## src/rtl/clk_div_pkg.sv

```systemverilog
// clk_div_pkg: shared types and helpers for the programmable clock divider.
// Holds the controller state enum, the divisor-legality rule and the high-phase length.
// Legality depends on compile macro CLK_DIV_CTRL_ODD_EN (odd divisors allowed when defined).
package clk_div_pkg;

  // Controller states: idle, running at the current ratio, running with a request queued.
  typedef enum logic [1:0] {
    ST_STOP = 2'd0,
    ST_RUN  = 2'd1,
    ST_PEND = 2'd2
  } state_e;

  // Smallest divisor that still produces a distinct high and low phase.
  localparam int unsigned MIN_DIV = 2;

  // A divisor is usable if it is at least MIN_DIV; odd values only when the
  // odd-divisor build option is present, so the default build keeps 50% duty.
  function automatic logic div_legal(input int unsigned d);
`ifdef CLK_DIV_CTRL_ODD_EN
    return (d >= MIN_DIV);
`else
    return (d >= MIN_DIV) && (d[0] == 1'b0);
`endif
  endfunction

  // Number of high cycles per period: ceil(d/2). For odd d the extra cycle
  // goes to the high phase.
  function automatic int unsigned half_ceil(input int unsigned d);
    return (d + 1) >> 1;
  endfunction

endpackage

```

## src/rtl/clk_div_core.sv

```systemverilog
// clk_div_core: period counter plus registered out_clk / tick generation.
// Latency: a load with run asserted shows cnt=0 and out_clk=1 on the next cycle.
// Backpressure: none; it follows i_load/i_run every cycle.
module clk_div_core
  import clk_div_pkg::*;
#(
  parameter int CNT_W   = 8,
  parameter int DEF_DIV = 4
) (
  input  logic             clk,
  input  logic             reset,
  input  logic             i_load,
  input  logic [CNT_W-1:0] i_div,
  input  logic             i_run,
  output logic             o_out_clk,
  output logic             o_tick,
  output logic             o_period_end
);

  localparam logic [CNT_W-1:0] ONE  = CNT_W'(1);
  localparam logic [CNT_W-1:0] ZERO = '0;

  logic [CNT_W-1:0] r_div;
  logic [CNT_W-1:0] r_cnt;
  logic             r_out_clk;
  logic             r_tick;

  logic [CNT_W-1:0] w_div_n;
  logic [CNT_W-1:0] w_cnt_n;
  logic [CNT_W:0]   w_half_n;
  logic             w_last;
  logic             w_out_clk_n;
  logic             w_tick_n;

  // Next counter/output values; outputs are derived from the next count so
  // the registered out_clk and tick always line up with the registered cnt.
  always_comb begin
    w_div_n     = i_load ? i_div : r_div;
    w_last      = (r_cnt == (r_div - ONE));
    w_half_n    = (CNT_W+1)'(half_ceil(32'(w_div_n)));
    w_cnt_n     = ZERO;
    w_out_clk_n = 1'b0;
    w_tick_n    = 1'b0;
    if (i_run) begin
      if (i_load || w_last) begin
        w_cnt_n = ZERO;
      end else begin
        w_cnt_n = r_cnt + ONE;
      end
      w_out_clk_n = ({1'b0, w_cnt_n} < w_half_n);
      w_tick_n    = (w_cnt_n == (w_div_n - ONE));
    end
  end

  // Divisor, counter and registered outputs; async clear back to the default ratio.
  always_ff @(posedge clk or negedge reset) begin
    if (!reset) begin
      r_div     <= CNT_W'(DEF_DIV);
      r_cnt     <= ZERO;
      r_out_clk <= 1'b0;
      r_tick    <= 1'b0;
    end else begin
      r_div     <= w_div_n;
      r_cnt     <= w_cnt_n;
      r_out_clk <= w_out_clk_n;
      r_tick    <= w_tick_n;
    end
  end

  assign o_out_clk    = r_out_clk;
  assign o_tick       = r_tick;
  // The registered tick marks the last cycle of the current period.
  assign o_period_end = r_tick;

endmodule

```

## src/rtl/clk_div_ctrl.sv

```systemverilog
// clk_div_ctrl: runtime-programmable clock divider with glitch-free ratio/start/stop changes.
// Latency: STOP->RUN output at t+1; RUN changes land on the first cycle after the current tick; err at t+1.
// Backpressure: cfg_ready drops while a request is queued (PEND) until the period ends. Option: CLK_DIV_CTRL_ODD_EN.
module clk_div_ctrl
  import clk_div_pkg::*;
#(
  parameter int CNT_W   = 8,
  parameter int DEF_DIV = 4
) (
  input  logic             clk,
  input  logic             reset,
  input  logic             cfg_valid,
  output logic             cfg_ready,
  input  logic [CNT_W-1:0] cfg_div,
  input  logic             cfg_en,
  output logic             out_clk,
  output logic             tick,
  output logic             busy,
  output logic             err
);

  state_e           r_state;
  state_e           w_state_n;
  logic [CNT_W-1:0] r_pend_div;
  logic             r_pend_en;
  logic             r_cfg_ready;
  logic             r_busy;
  logic             r_err;

  logic             w_xfer;
  logic             w_legal;
  logic             w_pend_ld;
  logic             w_core_load;
  logic [CNT_W-1:0] w_core_div;
  logic             w_core_run;
  logic             w_err_n;
  logic             w_period_end;

  assign w_xfer  = cfg_valid && r_cfg_ready;
  assign w_legal = div_legal(32'(cfg_div));

  // Next state and core controls. Illegal requests are consumed but only raise err.
  always_comb begin
    w_state_n   = r_state;
    w_pend_ld   = 1'b0;
    w_core_load = 1'b0;
    w_core_div  = cfg_div;
    w_err_n     = w_xfer && !w_legal;
    case (r_state)
      ST_STOP: begin
        // Divisor is taken immediately; only cfg_en decides whether to start.
        if (w_xfer && w_legal) begin
          w_core_load = 1'b1;
          w_core_div  = cfg_div;
          if (cfg_en) begin
            w_state_n = ST_RUN;
          end
        end
      end
      ST_RUN: begin
        // Queue the request; a transfer on a tick cycle still waits a full period
        // because the period end is only acted on from PEND.
        if (w_xfer && w_legal) begin
          w_pend_ld = 1'b1;
          w_state_n = ST_PEND;
        end
      end
      ST_PEND: begin
        if (w_period_end) begin
          if (r_pend_en) begin
            w_core_load = 1'b1;
            w_core_div  = r_pend_div;
            w_state_n   = ST_RUN;
          end else begin
            w_state_n = ST_STOP;
          end
        end
      end
      default: begin
        w_state_n = ST_STOP;
      end
    endcase
    w_core_run = (w_state_n != ST_STOP);
  end

  // State, queued request and registered handshake/status outputs.
  always_ff @(posedge clk or negedge reset) begin
    if (!reset) begin
      r_state     <= ST_STOP;
      r_pend_div  <= CNT_W'(DEF_DIV);
      r_pend_en   <= 1'b0;
      r_cfg_ready <= 1'b1;
      r_busy      <= 1'b0;
      r_err       <= 1'b0;
    end else begin
      r_state     <= w_state_n;
      if (w_pend_ld) begin
        r_pend_div <= cfg_div;
        r_pend_en  <= cfg_en;
      end
      r_cfg_ready <= (w_state_n != ST_PEND);
      r_busy      <= (w_state_n != ST_STOP);
      r_err       <= w_err_n;
    end
  end

  clk_div_core #(
    .CNT_W   (CNT_W),
    .DEF_DIV (DEF_DIV)
  ) u_core (
    .clk          (clk),
    .reset        (reset),
    .i_load       (w_core_load),
    .i_div        (w_core_div),
    .i_run        (w_core_run),
    .o_out_clk    (out_clk),
    .o_tick       (tick),
    .o_period_end (w_period_end)
  );

  assign cfg_ready = r_cfg_ready;
  assign busy      = r_busy;
  assign err       = r_err;

endmodule

```

## config.mk

```make
export PLATFORM = sky130hd
export DESIGN_NAME = clk_div_ctrl
export DESIGN_NICKNAME = d
export VERILOG_FILES = /design/src/rtl/clk_div_pkg.sv /design/src/rtl/clk_div_core.sv /design/src/rtl/clk_div_ctrl.sv
export SDC_FILE = /design/constraint.sdc
export NUM_CORES = 1
export LEC_CHECK = 0
export ABC_AREA = 1
export CORE_MARGIN = 5
export CORE_UTILIZATION = 59
export CTS_CLUSTER_DIAMETER = 200
export DETAILED_ROUTE_END_ITERATION = 7
export PLACE_DENSITY = 0.8
export SLEW_MARGIN = 30
export SYNTH_ARGS = -nofsm -noshare
export SYNTH_HDL_FRONTEND = slang
export SYNTH_SLANG_ARGS = --single-unit
```

## constraint.sdc

```tcl
create_clock -name clk -period 3.4 [get_ports clk]
set_input_delay 1.02 -clock clk [delete_from_list [all_inputs] [get_ports clk]]
set_output_delay 1.02 -clock clk [all_outputs]
set_load 0.05 [all_outputs]
```

==> impl_metrics.yaml <==
hold_path:
  hold_path_class: "reg -> reg"
grt:
  grt_pass1_wl_mm: 11.6
  grt_max_degree: 33
  grt-ovfl-total: 0
  grt_pass1_vias: 2520
  antenna_found_initial: 0
  grt_util_all_layers_pct: 28.0
floorplan:
  placementRows: 23
  pin_count: 17
  die_h_um: 74.4
  design.core.area_um2: 4000
  start_util_pct: 61.2
  die_area_um2: 5540
  fp.dieW_um: 74.4
synth:
  yosys_warnings: 0
  avgSynthCellArea_um2: 6.93
  synth-seq-area-share_pct: 32.9
  syn-num-nets: 376
  syn_area_um2: 2450
  synthCells: 353
  ys_types: 31
  ys_ff_latch: 32
layout:
  syn_to_final_growth_pct: 34.8
  drive_gt1_share_pct: 29.3
  diodes: 0
  fillers: 249
  nets: 452
  final_area_um2: 3300
timing:
  period_minus_slack_ns: 3.42
  timing.setup.tns_ns: -0.0209
  report.final.hold_viol_count: 0
  max_freq_ghz: 0.292
  clock_skew_ns: 0.0121
  drv_slew: 0
  tightest_slew_ns: 0.494
  maxSlewHeadroom_pct: 66.9
  post-route-period-util_pct: 101
  setup_slack_ns: -0.0209
  setup_viol: 1
outcome:
  violations: "setup timing"
  status: "complete, but fails checks"
worst_setup_path:
  cp.required_ns: 3.61
  cp.arrival_ns: 3.63
  crit_path_end_kind: "register"
  path_max_fanout: 6
  worst-setup-path-type: "in -> reg"
  start_kind: "input port"
placed_design:
  hpwlAfterDp_mm: 4.98
  place_congestion: 0.946
  placed_area_um2: 2940
  io_buffers: 16
clock_network:
  cts.clk_slew.worst_paths_ns: 0.07
  htreeDepth: 2
  cts-root-buf: "clkbuf_8"
  clock_path_buffers: 2
  cts_num_sinks: 32
  cts_buffers: 5
  cts_tree: "yes"
  ctsHoldBuffers: 0
  clkLatencyLatePin_ns: 0.30
routing:
  ant_nets: 0
  drc: 0
  routed-via-count: 2718
  first_iter_violations: 287
  via_per_inst: 5.66
  wl_mm: 7.81
  firstDrtPassIters: 5
  wl_per_cell_um: 16.3
job:
  drv_cap: 0
power_and_ir_drop:
  leakagePower_uw: 0.00174
  p_per_area_nw_per_um2: 245
  ir_drop_uv: 256
## final cells by class
class,instances,area [um2],area share [%]
multi-input cells,262,1520,46.2
well taps,50,62.6,1.90
inverters,56,213,6.45
clock buffers,6,72.6,2.20
flip-flops and latches,32,805,24.4
clock inverters,2,35.0,1.06
repair buffers,72,588,17.8
## synthesized netlist by cell type (all sizes together)
cell type | n | area share [%]
dfstp | 3 | 3.2
o211ai | 1 | 0.31
ha | 11 | 5.6
inv | 55 | 8.4
buf | 2 | 0.92
nand3 | 41 | 9.5
o21ai | 24 | 5.5
a21oi | 7 | 1.4
xnor2 | 4 | 1.4
and2 | 1 | 0.26
nor2 | 39 | 6.7
nand4 | 7 | 2.4
a41oi | 1 | 0.36
o21bai | 1 | 0.31
dfrtp | 29 | 30
nor3 | 3 | 1.1
xor2 | 11 | 3.9
clkinv | 1 | 0.15
nor3b | 1 | 0.31
clkbuf | 1 | 0.15
nand2 | 110 | 18
## final timing paths
kind                       cells past startpoint          start  slack, ns               end
min in group asynchronous                      2          reset       1.12              busy
min                                            2  r_pend_div[2]       0.49     r_pend_div[2]
max                                           18     cfg_div[4]      -0.02  u_core.o_out_clk
max reg2reg                                   15     r_state[0]       0.39  u_core.o_out_clk
min reg2reg                                    2  r_pend_div[2]       0.49     r_pend_div[2]
max in group asynchronous                      2          reset       1.95     r_pend_div[2]
## report_power, final
group | internal [uW] | total (uW) | switching (uW) | leakage, uW
Sequential | 382 | 383 | 0.909 | 0.000369
Combinational | 23.9 | 54.8 | 30.9 | 0.00131
Clock | 217 | 369 | 152 | 0.0000552
## per-stage QoR
stage | hold WS, ns | power, uW | setup slack [ns] | util (%) | cells
after floorplan | 0.436 | 408 | 0.258 | - | 353
after global placement | 0.453 | 439 | -0.214 | 73.6 | 456
after detailed placement | 0.461 | 440 | -0.349 | 73.6 | 456
after CTS | 0.494 | 805 | 0.00981 | 78.7 | 474
after global routing | 0.512 | 834 | -0.149 | 82.5 | 480
final | 0.490 | 807 | -0.0209 | 82.5 | 480
## kinds of logic after synthesis
| family | after synthesis | synth area share [%] |
|---|---|---|
| AOI/OAI and AO/OA | 34 | 7.92 |
| xor gates and xnor gates | 15 | 5.37 |
| adders and majority gates | 11 | 5.62 |
| buffers and inverters | 59 | 9.66 |
| DFF | 32 | 32.9 |
| and+or+nand+nor | 202 | 38.5 |
## cell usage in the layout (no fill, tap or decap), drive strengths merged
master	netlist	final
a21oi	7	7
o21ai	24	24
dfrtp	29	29
dlygate4sd2	0	1
nand3	41	41
and2	1	1
nor3	3	3
xor2	11	11
clkinv	1	2
ha	11	11
nor2	39	39
o21bai	1	1
bufinv	0	1
buf	2	56
dfstp	3	3
xnor2	4	4
clkdlybuf4s15	0	5
nor3b	1	1
nand2	110	110
clkdlybuf4s50	0	8
dlymetal6s2s	0	2
nand4	7	7
a41oi	1	1
clkbuf	1	6
inv	55	55
o211ai	1	1
## sequential cells by signal (all words and copies together), names as in the netlist
| signal | flops |
|---|---|
| r_pend_div | 8 |
| u_core.r_cnt | 8 |
| u_core.r_div | 8 |
| r_state | 2 |
| busy | 1 |
| cfg_ready | 1 |
| err | 1 |
| r_pend_en | 1 |
| u_core.o_out_clk | 1 |
| u_core.o_period_end | 1 |
## metal layers
| metal | global-route usage [%] | up-vias | routed length [um] | part of all wire (%) |
|---|---|---|---|---|
| li1 | - | 1272 | - | - |
| met1 | 36.0 | 1227 | 3030 | 39 |
| met2 | 45.3 | 184 | 3720 | 48 |
| met3 | 6.76 | 35 | 770 | 9.9 |
| met4 | 11.5 | 0 | 284 | 3.6 |
| met5 | 0 | - | 0 | 0 |
## worst max-delay path, stage by stage
cell,delay [ns]
dlygate4sd2_1,0.24
inv_2,0.07
nand2_2,0.07
nor2_4,0.10
nand2_2,0.08
nand4_4,0.12
nand2_4,0.10
o21ai_4,0.22
inv_2,0.08
nor3_4,0.26
nand3_4,0.12
xor2_2,0.16
ha_1,0.32
a21oi_2,0.19
o21ai_2,0.08
a21oi_2,0.13
o211ai_1,0.09
a41oi_1,0.17
## repair_timing
action | in CTS | in global routing
pin swaps | 14 | 26
resized for setup | 17 | 31
buffers inserted | 10 | 7
setup endpoints to repair | 1 | 1
hold endpoints to repair | 0 | 0
Note: power is estimated with default switching activity, not from simulation.
